**config.mk**
```make
export PLATFORM = sky130hd
export DESIGN_NAME = spi_slave_mlf_cs
export DESIGN_NICKNAME = d
export VERILOG_FILES = /design/src/rtl/spi_mlf_pkg.sv /design/src/rtl/spi_mlf_sync_edge.sv /design/src/rtl/spi_slave_mlf_cs.sv
export SDC_FILE = /design/constraint.sdc
export NUM_CORES = 1
export LEC_CHECK = 0
export CELL_PAD_IN_SITES_DETAIL_PLACEMENT = 1
export CELL_PAD_IN_SITES_GLOBAL_PLACEMENT = 2
export CORE_MARGIN = 1
export CORE_UTILIZATION = 35
export DETAILED_ROUTE_END_ITERATION = 7
export PLACE_DENSITY = 0.91
export SKIP_LAST_GASP = 1
export SLEW_MARGIN = 20
export SYNTH_ARGS = -nofsm -noshare
export SYNTH_HDL_FRONTEND = slang
export SYNTH_HIERARCHICAL = 1
export SYNTH_SLANG_ARGS = --single-unit
```
**constraint.sdc**
```tcl
create_clock -name i_clk -period 2.8 [get_ports i_clk]
set_clock_uncertainty 0.2 [all_clocks]
set_input_delay 0.56 -clock i_clk [delete_from_list [all_inputs] [get_ports i_clk]]
set_output_delay 0.56 -clock i_clk [all_outputs]
set_load 0.01 [all_outputs]
```
**src/rtl/spi_mlf_pkg.sv**
```systemverilog
// Shared definitions for the oversampling SPI slave.
//   spi_cpol / spi_cpha : decode the SPI mode number into clock polarity / phase
//   TxFillByte          : byte shifted out when no TX byte has been preloaded
//   spi_state_e         : frame-level FSM encoding
package spi_mlf_pkg;

    typedef enum logic {
        StIdle  = 1'b0,
        StShift = 1'b1
    } spi_state_e;

    localparam logic [7:0] TxFillByte = 8'h00;

    function automatic logic spi_cpol(input int unsigned mode);
        return ((mode / 2) % 2) == 1;
    endfunction

    function automatic logic spi_cpha(input int unsigned mode);
        return (mode % 2) == 1;
    endfunction

endpackage

```
**src/rtl/spi_mlf_sync_edge.sv**
```systemverilog
// Multi-flop synchronizer for one asynchronous bus line, with rise/fall detection on the
// synchronized level. All flops reset to RESET_VAL, so an idle line reports no edge
// coming out of reset.
// Ports:
//   i_clk, i_rst_n : system clock, synchronous active-low reset
//   i_async        : asynchronous input line
//   o_level        : synchronized level
//   o_rise, o_fall : one-cycle pulses on synchronized transitions
module spi_mlf_sync_edge #(
    parameter int unsigned STAGES    = 2,
    parameter logic        RESET_VAL = 1'b0
) (
    input  logic i_clk,
    input  logic i_rst_n,
    input  logic i_async,
    output logic o_level,
    output logic o_rise,
    output logic o_fall
);

    logic [STAGES-1:0] r_sync;
    logic              r_prev;

    always_ff @(posedge i_clk) begin
        if (!i_rst_n) begin
            r_sync <= {STAGES{RESET_VAL}};
            r_prev <= RESET_VAL;
        end else begin
            r_sync <= {r_sync[STAGES-2:0], i_async};
            r_prev <= r_sync[STAGES-1];
        end
    end

    assign o_level = r_sync[STAGES-1];
    assign o_rise  = r_sync[STAGES-1] & ~r_prev;
    assign o_fall  = ~r_sync[STAGES-1] & r_prev;

endmodule

```
**src/rtl/spi_slave_mlf_cs.sv**
```systemverilog
// SPI slave clocked entirely from i_clk; SCLK, CS_n and MOSI are oversampled.
// Receives MOSI bytes MSB first and returns preloaded bytes on MISO.
// Ports:
//   i_clk, i_rst_n            : system clock, synchronous active-low reset
//   i_TX_Byte, i_TX_DV        : byte to return on MISO, accepted when o_TX_Ready=1
//   o_TX_Ready                : TX holding register empty
//   o_RX_DV, o_RX_Byte        : one-cycle valid pulse with last complete received byte
//   o_RX_count                : bytes received in current/last frame (saturating)
//   o_Frame_Err               : one-cycle pulse when CS rises mid-byte
//   i_SPI_clk, i_SPI_CS_n,
//   i_SPI_MOSI                : SPI bus inputs from the master
//   o_SPI_MISO, o_SPI_MISO_en : slave data out and its driver enable
module spi_slave_mlf_cs
    import spi_mlf_pkg::*;
#(
    parameter int unsigned SPI_MODE         = 0,
    parameter int unsigned MAX_BYTES_PER_CS = 2,
    parameter int unsigned SYNC_STAGES      = 2
) (
    input  logic                                  i_clk,
    input  logic                                  i_rst_n,
    input  logic [7:0]                            i_TX_Byte,
    input  logic                                  i_TX_DV,
    output logic                                  o_TX_Ready,
    output logic                                  o_RX_DV,
    output logic [7:0]                            o_RX_Byte,
    output logic [$clog2(MAX_BYTES_PER_CS+1)-1:0] o_RX_count,
    output logic                                  o_Frame_Err,
    input  logic                                  i_SPI_clk,
    input  logic                                  i_SPI_CS_n,
    input  logic                                  i_SPI_MOSI,
    output logic                                  o_SPI_MISO,
    output logic                                  o_SPI_MISO_en
);

    localparam logic              Cpol   = spi_cpol(SPI_MODE);
    localparam logic              Cpha   = spi_cpha(SPI_MODE);
    localparam int unsigned       CntW   = $clog2(MAX_BYTES_PER_CS + 1);
    localparam logic [CntW-1:0]   MaxCnt = CntW'(MAX_BYTES_PER_CS);

    // Synchronized bus
    logic w_unused_sclk_level;
    logic w_sclk_rise, w_sclk_fall;
    logic w_cs_n, w_cs_rise, w_cs_fall;
    logic w_mosi, w_unused_mosi_rise, w_unused_mosi_fall;

    spi_mlf_sync_edge #(.STAGES(SYNC_STAGES), .RESET_VAL(Cpol)) u_sync_sclk (
        .i_clk   (i_clk),
        .i_rst_n (i_rst_n),
        .i_async (i_SPI_clk),
        .o_level (w_unused_sclk_level),
        .o_rise  (w_sclk_rise),
        .o_fall  (w_sclk_fall)
    );

    spi_mlf_sync_edge #(.STAGES(SYNC_STAGES), .RESET_VAL(1'b1)) u_sync_cs (
        .i_clk   (i_clk),
        .i_rst_n (i_rst_n),
        .i_async (i_SPI_CS_n),
        .o_level (w_cs_n),
        .o_rise  (w_cs_rise),
        .o_fall  (w_cs_fall)
    );

    spi_mlf_sync_edge #(.STAGES(SYNC_STAGES), .RESET_VAL(1'b0)) u_sync_mosi (
        .i_clk   (i_clk),
        .i_rst_n (i_rst_n),
        .i_async (i_SPI_MOSI),
        .o_level (w_mosi),
        .o_rise  (w_unused_mosi_rise),
        .o_fall  (w_unused_mosi_fall)
    );

    logic w_leading, w_trailing, w_sample_edge, w_shift_edge;
    assign w_leading     = Cpol ? w_sclk_fall : w_sclk_rise;
    assign w_trailing    = Cpol ? w_sclk_rise : w_sclk_fall;
    assign w_sample_edge = Cpha ? w_trailing : w_leading;
    assign w_shift_edge  = Cpha ? w_leading  : w_trailing;

    // State
    spi_state_e             r_state, w_state_d;
    logic [SYNC_STAGES-1:0] r_settle;
    logic                   r_armed, w_armed_d;
    logic [2:0]             r_bit_cnt, w_bit_cnt_d;
    logic [7:0]             r_rx_shift, w_rx_shift_d;
    logic [7:0]             r_rx_byte, w_rx_byte_d;
    logic                   r_rx_dv, w_rx_dv_d;
    logic [CntW-1:0]        r_rx_count, w_rx_count_d;
    logic                   r_frame_err, w_frame_err_d;
    logic [7:0]             r_tx_shift, w_tx_shift_d;
    logic                   r_miso, w_miso_d;
    logic [7:0]             r_tx_hold, w_tx_hold_d;
    logic                   r_hold_valid, w_hold_valid_d;

    logic       w_settled;
    logic       w_boundary;
    logic       w_tx_write;
    logic [7:0] w_next_byte;
    logic [7:0] w_rx_full;

    // The CS synchronizer output is only trustworthy once the reset value has been flushed.
    // A frame may start only after CS has been seen high on real samples, so a CS held
    // low through reset is not mistaken for a new frame.
    assign w_settled   = r_settle[SYNC_STAGES-1];
    assign w_tx_write  = i_TX_DV & ~r_hold_valid;
    assign w_next_byte = r_hold_valid ? r_tx_hold : TxFillByte;
    assign w_rx_full   = {r_rx_shift[6:0], w_mosi};

    always_comb begin
        w_state_d      = r_state;
        w_armed_d      = r_armed | (w_settled & w_cs_n);
        w_bit_cnt_d    = r_bit_cnt;
        w_rx_shift_d   = r_rx_shift;
        w_rx_byte_d    = r_rx_byte;
        w_rx_dv_d      = 1'b0;
        w_rx_count_d   = r_rx_count;
        w_frame_err_d  = 1'b0;
        w_tx_shift_d   = r_tx_shift;
        w_miso_d       = r_miso;
        w_tx_hold_d    = r_tx_hold;
        w_hold_valid_d = r_hold_valid;
        w_boundary     = 1'b0;

        unique case (r_state)
            StIdle: begin
                if (r_armed && w_cs_fall) begin
                    w_state_d    = StShift;
                    w_bit_cnt_d  = 3'd0;
                    w_rx_count_d = '0;
                    w_boundary   = 1'b1;
                    w_miso_d     = w_next_byte[7];
                    // CPHA=0 has the MSB on the wire already; the first shift edge drives bit 6.
                    // CPHA=1 re-drives the MSB on the first leading edge.
                    w_tx_shift_d = Cpha ? w_next_byte : {w_next_byte[6:0], 1'b0};
                end
            end
            StShift: begin
                if (w_cs_rise) begin
                    w_state_d     = StIdle;
                    w_frame_err_d = (r_bit_cnt != 3'd0);
                    w_bit_cnt_d   = 3'd0;
                    w_miso_d      = 1'b0;
                end else begin
                    if (w_shift_edge) begin
                        w_miso_d     = r_tx_shift[7];
                        w_tx_shift_d = {r_tx_shift[6:0], 1'b0};
                    end
                    if (w_sample_edge) begin
                        w_rx_shift_d = w_rx_full;
                        w_bit_cnt_d  = r_bit_cnt + 3'd1;
                        if (r_bit_cnt == 3'd7) begin
                            w_rx_byte_d = w_rx_full;
                            w_rx_dv_d   = 1'b1;
                            if (r_rx_count != MaxCnt) begin
                                w_rx_count_d = r_rx_count + 1'b1;
                            end
                            w_boundary   = 1'b1;
                            w_tx_shift_d = w_next_byte;
                        end
                    end
                end
            end
            default: w_state_d = StIdle;
        endcase

        // A write landing on a boundary cycle sees an empty holding register and stays
        // there for the following byte.
        if (w_tx_write) begin
            w_tx_hold_d = i_TX_Byte;
        end
        if (w_boundary) begin
            w_hold_valid_d = w_tx_write;
        end else if (w_tx_write) begin
            w_hold_valid_d = 1'b1;
        end
    end

    always_ff @(posedge i_clk) begin
        if (!i_rst_n) begin
            r_state      <= StIdle;
            r_settle     <= '0;
            r_armed      <= 1'b0;
            r_bit_cnt    <= 3'd0;
            r_rx_shift   <= 8'h00;
            r_rx_byte    <= 8'h00;
            r_rx_dv      <= 1'b0;
            r_rx_count   <= '0;
            r_frame_err  <= 1'b0;
            r_tx_shift   <= 8'h00;
            r_miso       <= 1'b0;
            r_tx_hold    <= 8'h00;
            r_hold_valid <= 1'b0;
        end else begin
            r_state      <= w_state_d;
            r_settle     <= {r_settle[SYNC_STAGES-2:0], 1'b1};
            r_armed      <= w_armed_d;
            r_bit_cnt    <= w_bit_cnt_d;
            r_rx_shift   <= w_rx_shift_d;
            r_rx_byte    <= w_rx_byte_d;
            r_rx_dv      <= w_rx_dv_d;
            r_rx_count   <= w_rx_count_d;
            r_frame_err  <= w_frame_err_d;
            r_tx_shift   <= w_tx_shift_d;
            r_miso       <= w_miso_d;
            r_tx_hold    <= w_tx_hold_d;
            r_hold_valid <= w_hold_valid_d;
        end
    end

    assign o_TX_Ready    = ~r_hold_valid;
    assign o_RX_DV       = r_rx_dv;
    assign o_RX_Byte     = r_rx_byte;
    assign o_RX_count    = r_rx_count;
    assign o_Frame_Err   = r_frame_err;
    assign o_SPI_MISO_en = ~w_cs_n;
    assign o_SPI_MISO    = r_miso & ~w_cs_n;

endmodule
```
Word level (Yosys, flattened, before mapping)
Index checks and enable logic that the tools add are counted.

Register bits: 52. Bits of input ports: 14. Output and inout bits: 15. Logic and storage cells: 87.

$add $sub $neg: 2. Equal/unequal tests: 9. Multiplexer cells: 31. Bitwise logic cells: 15. Reduce and logical (&&, ||, !) cells: 11.

Operators by type and width (number): 8-bit two-way mux (6); 8-bit one-hot mux with 2 select lines (1); 1-bit two-way mux (11); 2-bit two-way mux (5); 3-bit two-way mux (3); 2-bit AND reduction (4); 1-bit AND (7); 1-bit NOT (7); 2-bit by 1-bit != test with 1-bit output, second input constant (3); 2-bit != test, second input constant (3); 3-bit by 1-bit != test with 1-bit output, second input constant (2); 1-bit one-hot mux with 2 select lines (3); 3-bit one-hot mux with 2 select lines (1); 3-bit AND reduction (2); 5-bit AND reduction (1); 2-bit one-hot mux with 2 select lines (1); 4-bit AND reduction (1); 3-bit by 1-bit adder with 3-bit output, second input constant (1); 3-bit == test, second input constant (1); 3-bit nonzero test (1); 2-bit by 1-bit adder with 2-bit output, second input constant (1); 2-bit nonzero test (1); 1-bit logical AND (1); 1-bit OR (1).

Longest topological paths before layout
Word-level depth: 7. Gate-level depth with buffers: 7. Depth with buffers taken out: 6.

Modules after synthesis
Netlist, hierarchy kept.

Modules (own cells, without submodules): spi_slave_mlf_cs (times used 1, cells each 233, area each 1978.1 um^2, seq. area each 880.8 um^2); spi_mlf_sync_edge (times used 3, cells each 8, area each 91.3 um^2, seq. area each 60.1 um^2).

Worst setup path before layout
No wires, ideal clock.

Path type: reg2reg. Start: reg u_sync_sclk.r_sync[1]. End: reg r_tx_shift[1]. Setup time: 0.119 ns. Arrival time: 1.333 ns. Data required time: 2.481 ns. Slack: 1.148 ns. Cell stages (with the launch flop): 7. Buffers on the path: 1. Period minus slack after synthesis: 1.652 ns. Cells stage by stage: dfxtp_1 nor2b_1 nand2_1 buf_2 o21ai_0 a21oi_1 o221a_2.

Elaborated cells between the ends (all ways): 8. Classes of those cells: mux: 5; bitwise: 3.

RTL lines: from (decl) (line spi_mlf_sync_edge.sv:21) `logic [STAGES-1:0] r_sync;`; from (signal assigned) (line spi_mlf_sync_edge.sv:26) `r_sync <= {STAGES{RESET_VAL}};`; from (signal assigned) (line spi_mlf_sync_edge.sv:29) `r_sync <= {r_sync[STAGES-2:0], i_async};`; 1-bit AND (line spi_mlf_sync_edge.sv:35) `assign o_rise = r_sync[STAGES-1] & ~r_prev;`; named net w_leading (line spi_slave_mlf_cs.sv:74) `logic w_leading, w_trailing, w_sample_edge, w_shift_edge;`; 8-bit two-way mux (line spi_slave_mlf_cs.sv:148) `if (w_sample_edge) begin`; 8-bit two-way mux (line spi_slave_mlf_cs.sv:138) `if (w_cs_rise) begin`; 8-bit one-hot mux with 2 select lines (line spi_slave_mlf_cs.sv:124) `unique case (r_state)`; to (signal assigned) (line spi_slave_mlf_cs.sv:203) `r_tx_shift <= w_tx_shift_d;`; to (decl) (line spi_slave_mlf_cs.sv:90) `logic [7:0] r_tx_shift, w_tx_shift_d;`.

The timed path passes the listed nets, and every way through them passes these cells. The select of a mux whose other input is x is not followed. A chain may end at the register's enable or synchronous reset.

Worst setup path in the final report
Start: reg u_sync_cs.r_sync[1]. End: out o_SPI_MISO.

Cells in the longest elaborated chain, start to end: 2.

RTL lines: from (decl) (line spi_mlf_sync_edge.sv:21); from (signal assigned) (line spi_mlf_sync_edge.sv:26); from (signal assigned) (line spi_mlf_sync_edge.sv:29); 1-bit NOT (line spi_slave_mlf_cs.sv:216) `assign o_SPI_MISO = r_miso & ~w_cs_n;`; 1-bit AND (line spi_slave_mlf_cs.sv:216); to (decl) (line spi_slave_mlf_cs.sv:32) `output logic o_SPI_MISO,`.

Every way passes these cells.

==> results.md <==
- Outcome: finished, final reports clean
- Max-slew headroom: 0.641
- CTS tree: done
- Total grt overflow: 0
- Pwr per Cell Area: 486 nW/µm²
- Area delta synth->final: 20.9%
- Worst slew pin tran: 0.535 ns
- Hold Crit Start: u_sync_cs/r_sync[0]
- DP Wirelength: 3580 µm
- Critical path, cell by cell: nor2b_1, clkdlybuf4s50_1
- Total power draw: 1300 µW
- Syn_area_per_cell: between 8 and 9 µm²
- N_diodes: 0
- Hold Path Depth: 1
- Required time of the worst setup path: 2.04 ns
- Max Transition Viols Final: 0
- Die area: ~6600 µm²
- WL final: 5000 µm
- Post-Syn Area: 2210 µm²
- Avg WL per Cell: approximately 14 µm
- Vias/cell: just under 5
- Max incr delay on CP: 0.56 ns
- Mapped Nets: between 200 and 300
- Worst path slowest cell: clkdlybuf4s50_1
- Peak supply drop: 0.000314 V
- R2R cell count: 4
- Post-route ant nets: 0
- Gpl congestion: between 0.7 and 0.8
- DR iter-0 viols: 44
- Max-cap violation count: 0
- Hold Vio Cnt, Final: 0
- Fmax: 0.460 GHz
- Crit-path max FO: 6
- Worst Slack Setup Final: 0.627 ns
- Reg2reg start: u_sync_cs/r_sync[1]
- Endpoints failing setup: 0
- Cts bufs inserted: 5
- Core Region: 6030 µm²
- Min Clock Period, post-route: between 2 and 2.5 ns
- R2R setup slack: 0.79 ns
- Root buf cell: clkbuf_8
- Setup crit start kind: flip-flop
- FF/Latch Area: 1040 µm²
- Worst hold margin: 0.222 ns
- Total negative slack: 0 ns
- Cell count after synthesis: 253
- Worst-path clk slew: 0.09 ns
- Sink Count: 52
- Post-cts resize count: 0
- Setup Fix Bufs, Post-CTS: 0
- Period utilization: 0.776
- H-tree Lvls: 2
- Pleak: about 0.00096 µW
- DRC violations left: 0
- RSZ-0062 raised after global routing: false
- Detailed Routing Iterations Pass 1: 4
- Clock Path Buffers: 2
- Multi-input gate area: 1090 µm²
- Synthesis Warnings: 6
- Critical path arrival: 1.41 ns
- DP Worst Slack: 0.691 ns
- Starting Density: 0.367
- First-pass GRT wire length: 8360 µm
- Initial antenna violation count: 0
- Pin count of the biggest net entering global routing: 31
- WHS Endpoint: u_sync_cs/r_sync[1]
- Row Count: 28
- Fill count: 726
- Final #Nets: 302
- Skew-Pair Late Insertion Delay: just over 0.3 ns
- Vias in the first global route: 1,771
- Via count: 1,779
- Die height: just over 80 µm
- Area post-placement: around 2600 µm²
- HP Class: flip-flop to flip-flop
- Global Route Usage Sum: 0.168
- Die Wd: 81.5 µm
- Final instance area: 2680 µm²
- RR Endpoint: r_tx_shift[1]
- Port Buf Inserts: 28
- CTS Hold Bufs: 0
- Share of layout cells above drive strength 1: 0.0845
- Critical path class: flip-flop to output port
- Setup crit end kind: output port
- Top-level I/O count: 29
[report_power, final]
part           total (µW)  switching [µW]  internal (µW)
Sequential            772            12.1            760
Combinational        93.8            43.7           50.1
Clock                 437             257            180
Total                1300             313            989
[metal layers]
metal  wire length, µm  up-vias  GRT usage
li1                  -      901          -
met1              2350      853      0.211
met2              2480       21      0.283
met3               110        4     0.0400
met4                55        0     0.0482
met5                 0        -          0
[worst max-delay path by stage]
| stage | startpoint | endpoint | slack, ns | cells after the start |
|---|---|---|---|---|
| 3_3_place_gp | i_TX_DV | r_tx_hold[4] | 0.77 | 4 |
| 2_1_floorplan | u_sync_sclk/r_sync[1] | r_tx_shift[1] | 1.15 | 6 |
| 6_report | u_sync_cs/r_sync[1] | o_SPI_MISO | 0.63 | 2 |
| 3_5_place_dp | i_TX_DV | r_tx_hold[1] | 0.69 | 4 |
| 4_1_cts | u_sync_cs/r_sync[1] | o_SPI_MISO | 0.60 | 2 |
| 5_1_grt | u_sync_cs/r_sync[1] | o_SPI_MISO | 0.56 | 2 |
[cell usage in the layout, fill, tap and decap left out, drive strengths merged, types with 2 or more instances in the layout]
cell and instances:
a21boi 25, a21oi 11, a22oi 2, and2 18
buf 7, clkbuf 5, clkdlybuf4s50 28, clkinv 2
dfxtp 52, ha 5, inv 7, mux2i 10
nand2 55, nand2b 4, nand3 3, nand3b 2
nor2 16, nor2b 11, o21ai 8, o21bai 2
o221a 7
[registers in the layout, summed over array words and instances, names as in the netlist]
signal	cells
u_sync_mosi/r_sync	2
u_sync_sclk/r_sync	2
o_RX_Byte	8
r_settle	2
o_RX_DV	1
r_armed	1
o_Frame_Err	1
r_rx_shift	7
r_bit_cnt	3
o_RX_count	2
u_sync_cs/r_prev	1
u_sync_cs/r_sync	2
u_sync_sclk/r_prev	1
r_miso	1
r_tx_shift	8
r_hold_valid	1
r_state	1
r_tx_hold	8
[area by class of cell]
cell class	instances	share of cell area
sequential	52	0.389
clock inverter	3	0.00842
tap	75	0.0351
multi-input combinational	183	0.409
clock buffer	5	0.0257
timing repair buffer	35	0.124
inverter	6	0.00842
[metrics by stage]
stage	utilization	instances
floorplan	-	253
global placement	0.429	351
detailed placement	0.429	351
CTS	0.444	359
global route	0.444	359
finish	0.444	359
[worst max-delay path, delay by kind of cell (launching register included)]
kind / cells / cell delay (ns)
simple gates: 1 / 0.18
flops: 1 / 0.38
buf+inv: 1 / 0.56
(Power assumes the default switching activity.)
